$ cat config.mk
export PLATFORM = sky130hd
export DESIGN_NAME = dftobserve_tdo_chain
export DESIGN_NICKNAME = d
export VERILOG_FILES = /design/src/rtl/dftobserve_tdo_chain_pkg.sv /design/src/rtl/dftobserve_tdo_chain_sync.sv /design/src/rtl/dftobserve_tdo_chain.sv
export SDC_FILE = /design/constraint.sdc
export NUM_CORES = 1
export LEC_CHECK = 0
export ABC_AREA = 1
export CORE_MARGIN = 2
export CORE_UTILIZATION = 50
export CTS_BUF_LIST = sky130_fd_sc_hd__clkbuf_4
export DETAILED_ROUTE_END_ITERATION = 7
export HOLD_SLACK_MARGIN = 0.05
export PLACE_DENSITY = 0.83
export REMOVE_ABC_BUFFERS = 1
export SLEW_MARGIN = 20
export SYNTH_ARGS = -nofsm -noshare
export SYNTH_HDL_FRONTEND = slang
export SYNTH_SLANG_ARGS = --single-unit
export TNS_END_PERCENT = 50
$ cat constraint.sdc
create_clock -name tck -period 1.5 [get_ports tck]
set_clock_uncertainty 0.2 [all_clocks]
set_input_delay 0.3 -clock tck [delete_from_list [all_inputs] [get_ports tck]]
set_output_delay 0.3 -clock tck [all_outputs]
set_load 0.01 [all_outputs]
$ cat src/rtl/dftobserve_tdo_chain_pkg.sv
// Shared types and defaults for the stepdown/powergood observe chain.
package dft_pkg;

    typedef enum logic [1:0] {
        IDLE   = 2'd0,
        LOADED = 2'd1,
        SHIFT  = 2'd2,
        DONE   = 2'd3
    } dft_state_e;

    localparam int DFT_SYNC_STAGES_DEF = 2;
    localparam int DFT_WIDTH_DEF       = 8;

endpackage

$ cat src/rtl/dftobserve_tdo_chain_sync.sv
// Multi-stage synchroniser for one observation bit crossing into the tck domain.
module dft_sync_bit
    import dft_pkg::*;
#(
    parameter int STAGES = DFT_SYNC_STAGES_DEF
) (
    input  logic tck,
    input  logic rst,
    input  logic d,
    output logic q
);

    logic [STAGES-1:0] sync_q;
    logic [STAGES-1:0] sync_d;

    always_comb begin
        sync_d = {sync_q[STAGES-2:0], d};
    end

    always_ff @(posedge tck or posedge rst) begin
        if (rst) begin
            sync_q <= '0;
        end else begin
            sync_q <= sync_d;
        end
    end

    assign q = sync_q[STAGES-1];

endmodule

$ cat src/rtl/dftobserve_tdo_chain.sv
// Observe-side scan cell chain: captures synchronised status points and shifts them out on tdo.
//  state  | meaning
//  IDLE   | no frame loaded; tdo carries the 1-bit bypass flop
//  LOADED | shadow holds a fresh capture, no shift yet
//  SHIFT  | frame partially shifted out
//  DONE   | all WIDTH bits shifted; shadow acts as a WIDTH-deep delay line
module dftobserve_tdo_chain
    import dft_pkg::*;
#(
    parameter int WIDTH       = DFT_WIDTH_DEF,
    parameter int SYNC_STAGES = DFT_SYNC_STAGES_DEF
) (
    input  logic             tck,
    input  logic             rst,
    input  logic             ten,
    input  logic             cap,
    input  logic             shf,
    input  logic             tdi_chain,
    input  logic [WIDTH-1:0] obs,
    output logic             tdo,
    output logic             frame_done,
    input  logic             CELG,
    input  logic             CELSUB,
    input  logic             CELV
);

    localparam int              CW      = $clog2(WIDTH + 1);
    localparam logic [CW-1:0]   CNT_MAX = CW'(WIDTH);

    dft_state_e       state_q, state_d;
    logic [WIDTH-1:0] shadow_q, shadow_d;
    logic [CW-1:0]    cnt_q, cnt_d;
    logic             bypass_q, bypass_d;
    logic             frame_done_q, frame_done_d;

    logic [WIDTH-1:0] obs_s;
    logic [WIDTH-1:0] shadow_shift;
    logic [CW-1:0]    cnt_inc;

    // Supplies exist only so the netlist matches the layout for LVS.
    logic unused_supply;
    assign unused_supply = CELG ^ CELSUB ^ CELV;

    for (genvar i = 0; i < WIDTH; i++) begin : g_sync
        dft_sync_bit #(.STAGES(SYNC_STAGES)) u_sync (
            .tck (tck),
            .rst (rst),
            .d   (obs[i]),
            .q   (obs_s[i])
        );
    end

    if (WIDTH == 1) begin : g_shift_one
        assign shadow_shift = tdi_chain;
    end else begin : g_shift_multi
        assign shadow_shift = {tdi_chain, shadow_q[WIDTH-1:1]};
    end

    assign cnt_inc = cnt_q + CW'(1);

    always_comb begin
        state_d      = state_q;
        shadow_d     = shadow_q;
        cnt_d        = cnt_q;
        bypass_d     = bypass_q;
        frame_done_d = 1'b0;
        if (!ten) begin
            state_d = IDLE;
        end else if (cap) begin
            shadow_d = obs_s;
            cnt_d    = '0;
            state_d  = LOADED;
        end else if (shf) begin
            case (state_q)
                IDLE: begin
                    bypass_d = tdi_chain;
                end
                LOADED, SHIFT: begin
                    shadow_d = shadow_shift;
                    cnt_d    = cnt_inc;
                    if (cnt_inc == CNT_MAX) begin
                        state_d      = DONE;
                        frame_done_d = 1'b1;
                    end else begin
                        state_d = SHIFT;
                    end
                end
                DONE: begin
                    shadow_d = shadow_shift;
                    cnt_d    = CNT_MAX;
                end
                default: begin
                    state_d = IDLE;
                end
            endcase
        end
    end

    always_ff @(posedge tck or posedge rst) begin
        if (rst) begin
            state_q      <= IDLE;
            shadow_q     <= '0;
            cnt_q        <= '0;
            bypass_q     <= 1'b0;
            frame_done_q <= 1'b0;
        end else begin
            state_q      <= state_d;
            shadow_q     <= shadow_d;
            cnt_q        <= cnt_d;
            bypass_q     <= bypass_d;
            frame_done_q <= frame_done_d;
        end
    end

    // Only the ten gate is combinational; tdi_chain always reaches tdo through a flop.
    assign tdo        = ten & ((state_q == IDLE) ? bypass_q : shadow_q[0]);
    assign frame_done = frame_done_q;

endmodule
======== Word-level counts from Yosys, hierarchy flattened ========
Cells that the tools add are included.
storage, ports and cells
  register bits ........................... 32
  logic and storage cells ................. 49
operators by class
  $add $sub $neg .......................... 1
  reduce and logical (&&, ||, !) cells .... 10
  multiplexer cells ....................... 17
  bitwise gates (word level) .............. 2
  equal/unequal tests ..................... 6
operators with widths
  operator                                                                 count
  8-bit 2-to-1 mux                                                         3
  2-bit 2-to-1 mux                                                         4
  4-bit 2-to-1 mux                                                         2
  4-bit case mux with 2 select lines                                       1
  1-bit 2-to-1 mux                                                         7
  3-bit by 1-bit inequality test with 1-bit output, second input constant  2
  3-bit AND reduction                                                      2
  4-bit by 1-bit adder with 4-bit output, second input constant            1
  2-bit == test, second input constant                                     2
  4-bit == test, second input constant                                     1
  4-bit AND reduction                                                      1
  2-bit nonzero test                                                       2
  3-bit nonzero test                                                       1
  3-bit OR reduction                                                       1
  2-bit by 1-bit == test with 1-bit output, second input constant          1
  2-bit logical NOT                                                        1
  2-bit AND reduction                                                      1
  2-bit OR reduction                                                       1
  1-bit bitwise AND                                                        1
  1-bit NOT                                                                1

======== Longest topological paths before layout ========
Gate-level depths: netlist of run 1.
  depth in word-level cells ............... 7
  depth in mapped cells ................... 9

======== Cells and area by module ========
Synthesis of run 1 repeated with hierarchy kept, for this count alone.
unflattened totals
  cell total of the unflattened synthesis .. 144
  area total of the unflattened synthesis .. 1,347.5 um2
by module, submodules not included
  module                instances  cells an instance  area each (um2)
  dftobserve_tdo_chain  1          120                917.1
  dft_sync_bit          8          3                  53.8

======== Worst setup path before layout of run 1 ========
No wires, ideal clock.
  path type ............................... register -> output
  from .................................... register state_q[0]
  to ...................................... output tdo
  path slack .............................. 0.088 ns
  path buffers ............................ 0
  stages on the path, launching flop included .. 6
  data required time ...................... 1.000 ns
  arrival time ............................ 0.912 ns
  cells stage by stage .................... dfrtp_1 > inv_1 > ha_1 > nor2_1 > a21oi_1 > nor2_1
on the way
  word-level cells in the longest chain between the ends .. 3
RTL lines
  item                    RTL line                     text
  start, declared         dftobserve_tdo_chain.sv:30   dft_state_e state_q, state_d;
  start signal, assigned  dftobserve_tdo_chain.sv:107  state_q <= state_d;
  2-bit logical NOT       dftobserve_tdo_chain.sv:116  assign tdo = ten & ((state_q == IDLE) ? bypass_q : shadow_q[0]);
  1-bit 2-to-1 mux        dftobserve_tdo_chain.sv:116
  1-bit bitwise AND       dftobserve_tdo_chain.sv:116
  end, declared           dftobserve_tdo_chain.sv:20   output logic tdo,
No other way between the ends.

======== Worst setup path in the final report of run 1 ========
Same ends and word-level chain as after synthesis.

==> results.py, run 1 <==
metrics = {
    "cells_and_area": {
        "final_cell_mix": "31 x nand2_1, 31 x dfrtp_1, 17 x buf_4",
        "nNetsFinal": 199,
        "finish.cell_count_without_fillers": 207,
        "n_antenna_cell": 0,
        "layout-drive-gt1-share_pct": 32.2,
        "area_growth_syn_to_layout_pct": 39.1,
    },
    "timing": {
        "maxSlewHeadroom_pct": 81.2,
        "achievable-frequency_mhz": 547,
        "setup_ws_ns": -0.328,
        "slew_viol_final": 0,
        "finalHoldViolations": 0,
        "final.setup.tns_ns": -1.35,
        "slew_at_the_pin_with_the_worst_max_slew_slack_ns": 0.281,
        "rsz_0062_raised_after_global_routing": "yes",
        "final-setup-viol-count": 16,
        "period_share_pct": 122,
        "layout_min_cycle_time_ns": 1.83,
    },
    "clocking": {
        "h-tree-depth": 2,
        "postCtsHoldBufs": 0,
        "cts-root-buf": "clkbuf_4",
        "cts_tree": "done",
        "tritoncts_num_sinks": 32,
        "clkLatencyLatePin_ns": 0.33,
        "tritoncts.num_buffers": 5,
        "cts.clk_slew.worst_paths_ns": 0.09,
        "clockBufferDepth": 2,
    },
    "grt": {
        "grt_pass1_vias": 1036,
        "grt_use_total_pct": 18.6,
        "gr-total-overflow": 0,
        "antenna_found_initial": 0,
        "grt_start_max_net_pins": 33,
        "grt_pass1_wl_mm": 4.35,
    },
    "synth": {
        "synth_sequential_area_ratio_pct": 60.7,
        "compound_gate_fraction_of_synth_area_pct": 10.8,
        "synth_xor_area_share_pct": 0,
        "yosys-mux-area-fraction_pct": 0,
        "synth.cell_area_sq_um": 1320,
        "synth_top_cell_by_area": "dfrtp_1",
        "count_of_distinct_cell_types_in_the_synthesized_netlist": 18,
        "yosys_register_bits": 32,
        "postSynthCellCount": 136,
        "synthSimpleGateAreaFrac_pct": 15.5,
        "yosys.area.top_type_share_pct": 60.7,
        "synth.avg_cell_area_sq_um": 9.71,
        "synth_fa_ha_area_share_pct": 4.74,
        "netlist_top_cells_area": "dfrtp_1 61%, nand2_1 9.4%, o21ai_0 6.8%",
        "yosys_warnings": 0,
        "dominant_combinational_cell_family_by_area_after_synthesis": "simple AND/OR/NAND/NOR gates",
    },
    "floorplan": {
        "initial_utilization_pct": 52.8,
        "placement_rows": 18,
        "boundaryPins": 19,
        "die_height_microns": 55.4,
        "core_area_sq_um": 2500,
        "die_width_microns": 55.4,
        "die_footprint_sq_um": 3070,
    },
    "power_and_ir_drop": {
        "max-vdd-ir-drop_v": 0.000778,
        "pwr_density_cell_nw_per_um2": 1020,
        "static-leakage-power_nw": 0.866,
    },
    "worst_setup_path": {
        "worstRegToRegCells": 9,
        "path_buf_inv": 2,
        "path_max_fanout": 3,
        "worst-setup-path-type": "flop to primary output",
        "timing.critical_path.from": "state_q[0]",
        "worst_ep_required_time_ns": 1.00,
        "critical_path.slowest_cell": "dfrtp_1",
        "path_cells": "inv_2 -> ha_4 -> nor2_4 -> a21oi_2 -> nor2_1 -> buf_2",
        "crit_path_end_kind": "primary output",
        "r2r-end": "cnt_q[0]",
        "r2r_setup_slack_ns": -0.19,
        "rr_startpoint": "state_q[1]",
        "cpPeakStageDelay_ns": 0.40,
        "critical-path-top-delay-family": "flip-flops",
        "setup_crit_start_kind": "flop",
        "critical_path_arrival_ns": 1.33,
    },
    "place": {
        "numPlacedInstances": 192,
        "buffer_ports.inserted": 15,
        "half_perimeter_wire_length_after_placement_mm": 1.72,
        "final_wtd_congestion": 0.799,
    },
    "detailed_routing": {
        "drt.antenna.violating_nets": 0,
        "drtIter0Drc": 45,
        "route.vias.total": 1011,
        "drt_drc_violations_left": 0,
        "wl_mm": 2.78,
        "route.detailed.vias_per_inst": 4.88,
        "dr.pass1.iters": 4,
        "routedWlPerCell_microns": 13.4,
    },
    "status": {
        "run_status": "finished, violations left",
        "failed_checks": "negative setup slack",
    },
    "worst_hold_path": {
        "holdCritPathClass": "input port to async pin",
    },
    "flow_run": {
        "max-cap-violations": 0,
    },
}
-- how the worst max path moves through the flow --
stage	end	slack [ns]	depth (start not counted)
after global routing	tdo	-0.39	6
after floorplan	tdo	0.09	5
after global placement	tdo	-0.44	4
after detailed placement	tdo	-0.46	4
after CTS	tdo	-0.34	6
final	tdo	-0.33	6
-- logic make-up (layout without fill, tap and decap cells) --
group | after synthesis | count (layout)
AO/OA/AOI/OAI | 24 | 24
adder cells (fa/ha/maj) | 5 | 5
buffers and inverters | 25 | 66
flip-flops | 32 | 32
AND/OR/NAND/NOR | 50 | 50
-- power breakdown --
part | internal (mW) | total, mW | switching, mW
Clock | 0.190 | 0.458 | 0.267
Sequential | 0.955 | 1.01 | 0.0537
Combinational | 0.196 | 0.407 | 0.210
-- timing repair --
item / CTS / global route
endpoints found under the setup margin: 11 / 13
resized for setup: 11 / 33
pin swaps: 3 / 14
setup buffers: 3 / 7
endpoints found under the hold margin: 0 / 0
gates cloned: 0 / 0
-- stage by stage --
stage	power (mW)	hold WS [ns]	cell area, sq um	worst slack (ns)	util [%]
CTS	1.79	0.0859	1690	-0.337	67.8
detailed placement	1.31	0.135	1610	-0.460	64.4
floorplan	1.17	0.131	1290	0.0883	-
global route	1.97	0.114	1840	-0.386	73.5
global placement	1.28	0.133	1610	-0.443	64.4
finish	1.87	0.0928	1840	-0.328	73.5
-- synth_stat cells, drive strengths merged --
cell / number
dfrtp: 32
nor3: 1
o21ai: 20
nand2: 34
nor2: 8
nand3: 6
a21oi: 4
nand4: 1
inv: 22
ha: 5
buf: 3
-- layer usage --
metal  vias up  track usage, %  wire length (microns)
met3         8            6.56                    123
met5         -               0                      0
met4         0            9.76                     65
li1        504               -                      -
met1       473            20.2                   1050
met2        26            31.6                   1540
-- area by class of cell --
| class | count | area [sq um] |
|---|---|---|
| Clock buffer | 6 | 45.0 |
| Clock inverter | 1 | 5.00 |
| Fill cell | 162 | 663 |
| Inverter | 22 | 85.1 |
| Multi-Input combinational cell | 79 | 517 |
| Sequential cell | 32 | 802 |
| Tap cell | 30 | 37.5 |
| Timing Repair Buffer | 37 | 345 |
-- registers in the layout, summed over array words and instances (netlist names) --
signal / cells
g_sync.u_sync.sync_q: 16
shadow_q: 8
cnt_q: 4
bypass_q: 1
frame_done: 1
state_q: 2
-- worst reg2reg max path, cell delays in order (launching register included) --
cell,delay (ns)
dfrtp_1,0.38
inv_2,0.06
buf_4,0.13
buf_6,0.11
ha_4,0.29
nor2_4,0.05
nor2_4,0.16
inv_2,0.08
nand2_1,0.07
o21ai_1,0.06
(Power assumes the default switching activity.)
==> run 2, diff against run 1 <==
--- a/config.mk
+++ b/config.mk
@@ -12,6 +12,7 @@
 export DETAILED_ROUTE_END_ITERATION = 7
 export HOLD_SLACK_MARGIN = 0.05
 export PLACE_DENSITY = 0.83
+export RECOVER_POWER = 100
 export REMOVE_ABC_BUFFERS = 1
 export SLEW_MARGIN = 20
 export SYNTH_ARGS = -nofsm -noshare
==> run 2 against run 1 <==
Via count is the same. Cell area shrank 0.95%. Power fell by 0.56%. Combinational power decreased by 3%. Largest power group unchanged. Worst setup slack gained 0.0010 ns. The flow still finishes with violations (negative setup slack). Flip-flop and latch count unchanged. Fmax barely moved. Hold slack better by 0.055 ns. Final cell count stayed put.
==> results.py, run 2 (same netlist as run 1, synthesis figures left out) <==
metrics = {
    "status": {
        "run_status": "finished, violations left",
        "failed_checks": "negative setup slack",
    },
    "worst_hold_path": {
        "holdCritPathClass": "flop to flop",
    },
    "worst_setup_path": {
        "crit_path_end_kind": "primary output",
        "setup_crit_start_kind": "flop",
        "path_buf_inv": 2,
        "critical_path_arrival_ns": 1.33,
        "critical_path.slowest_cell": "dfrtp_1",
        "path_cells": "inv_2 -> ha_4 -> nor2_4 -> a21oi_2 -> nor2_1 -> buf_2",
        "critical-path-top-delay-family": "flip-flops",
        "path_max_fanout": 3,
        "worst-setup-path-type": "flop to primary output",
        "cpPeakStageDelay_ns": 0.40,
        "worst_ep_required_time_ns": 1.00,
    },
    "power_and_ir_drop": {
        "intPower_mw": 1.33,
        "fraction_of_power_consumed_by_sequential_logic_pct": 54.2,
        "max-vdd-ir-drop_v": 0.000778,
        "comb_power_share_pct": 21.3,
        "static-leakage-power_nw": 0.863,
        "net-switching-power_mw": 0.530,
        "power.share.clock_pct": 24.6,
        "pwr_density_cell_nw_per_um2": 1020,
        "power_switching_share_pct": 28.5,
        "power_mw": 1.86,
    },
    "cells_and_area": {
        "layout_top_registers": "g_sync.u_sync.sync_q (16), shadow_q (8), cnt_q (4)",
        "stdcell_area_sq_um": 1820,
        "layout-drive-gt1-share_pct": 31.6,
        "largest_register_ffs": 16,
        "n_antenna_cell": 0,
        "area_growth_syn_to_layout_pct": 37.8,
        "registers.top_by_ff_count": "g_sync.u_sync.sync_q",
        "finish.cell_count_without_fillers": 207,
        "final_cell_mix": "31 x nand2_1, 31 x dfrtp_1, 17 x buf_4",
        "finish.utilization_pct": 72.8,
        "final.fill_count": 165,
        "nNetsFinal": 199,
    },
    "detailed_routing": {
        "route.vias.total": 1011,
        "dr.pass1.iters": 4,
        "drt.antenna.violating_nets": 0,
        "route.detailed.vias_per_inst": 4.88,
        "drt_drc_violations_left": 0,
        "drtIter0Drc": 28,
        "wl_mm": 2.77,
        "routedWlPerCell_microns": 13.4,
    },
    "grt": {
        "grt_pass1_wl_mm": 4.35,
        "grt_pass1_vias": 1036,
        "grt_use_total_pct": 18.6,
        "antenna_found_initial": 0,
        "grt_start_max_net_pins": 33,
        "gr-total-overflow": 0,
    },
    "floorplan": {
        "boundaryPins": 19,
        "placement_rows": 18,
        "die_height_microns": 55.4,
        "die_footprint_sq_um": 3070,
        "initial_utilization_pct": 52.8,
        "core_area_sq_um": 2500,
        "die_width_microns": 55.4,
    },
    "clocking": {
        "postCtsHoldBufs": 0,
        "clkLatencyLatePin_ns": 0.33,
        "clockBufferDepth": 2,
        "cts-root-buf": "clkbuf_4",
        "tritoncts_num_sinks": 32,
        "tritoncts.num_buffers": 5,
        "cts_tree": "done",
        "cts.clk_slew.worst_paths_ns": 0.09,
        "h-tree-depth": 2,
    },
    "timing": {
        "maxSlewHeadroom_pct": 50.0,
        "final.setup.tns_ns": -1.36,
        "slew_at_the_pin_with_the_worst_max_slew_slack_ns": 0.750,
        "rsz_0062_raised_after_global_routing": "yes",
        "finalHoldWorstSlack_ns": 0.148,
        "setup_ws_ns": -0.327,
        "slew_viol_final": 0,
        "period_share_pct": 122,
        "layout_min_cycle_time_ns": 1.83,
        "finalHoldViolations": 0,
        "final-setup-viol-count": 16,
        "achievable-frequency_mhz": 547,
    },
    "place": {
        "numPlacedInstances": 192,
        "buffer_ports.inserted": 15,
        "dpl_cell_area_sq_um": 1610,
        "final_wtd_congestion": 0.799,
        "place_worst_setup_slack_ns": -0.460,
        "half_perimeter_wire_length_after_placement_mm": 1.72,
    },
    "flow_run": {
        "max-cap-violations": 0,
    },
}
[run 2: final timing paths]
kind,from,end,slack (ns),depth (start not counted)
min reg2reg,g_sync[2].u_sync.sync_q[0],g_sync[2].u_sync.sync_q[1],0.15,0
max in group asynchronous,rst,cnt_q[0],0.18,3
min,g_sync[2].u_sync.sync_q[0],g_sync[2].u_sync.sync_q[1],0.15,0
min in group asynchronous,rst,shadow_q[6],0.41,3
max reg2reg,state_q[1],cnt_q[0],-0.19,9
max,state_q[0],tdo,-0.33,6
[run 2: timing repair]
| action | CTS | global route |
|---|---|---|
| setup endpoints to repair | 11 | 13 |
| resized for setup | 11 | 33 |
| buffers inserted | 3 | 7 |
| pin swaps | 3 | 14 |
[run 2: power by group through the flow]
stage / logic (mW) / clock network, mW / registers, mW
after CTS: 0.307 / 0.479 / 1.01
final: 0.396 / 0.458 / 1.01
after floorplan: 0.161 / 0 / 1.01
after detailed placement: 0.292 / 0 / 1.02
after global placement: 0.271 / 0 / 1.01
after global routing: 0.440 / 0.501 / 1.02
[run 2: worst reg2reg max path: cells and delay by family, from the launching register on]
kind | cells | cell delay, ns
AO/OA/AOI/OAI | 1 | 0.06
flip-flops | 1 | 0.38
buffers and inverters | 4 | 0.38
AND/OR/NAND/NOR | 3 | 0.28
adder cells (fa/ha/maj) | 1 | 0.29
[run 2: area by class of cell]
| cell class | instances | area [sq um] | share of cell area, % |
|---|---|---|---|
| clock inverter | 1 | 5.00 | 0.275 |
| tap | 30 | 37.5 | 2.06 |
| timing repair buffer | 37 | 330 | 18.2 |
| sequential | 32 | 802 | 44.1 |
| inverter | 22 | 85.1 | 4.68 |
| multi-input combinational | 79 | 514 | 28.3 |
| clock buffer | 6 | 45.0 | 2.48 |
[run 2: metal layers]
metal | global-route usage [%] | wire length, microns | vias to the layer above
met3 | 6.56 | 121 | 8
met4 | 9.76 | 65 | 0
met1 | 20.2 | 1050 | 476
met2 | 31.6 | 1530 | 24
li1 | - | - | 503
met5 | 0 | 0 | -
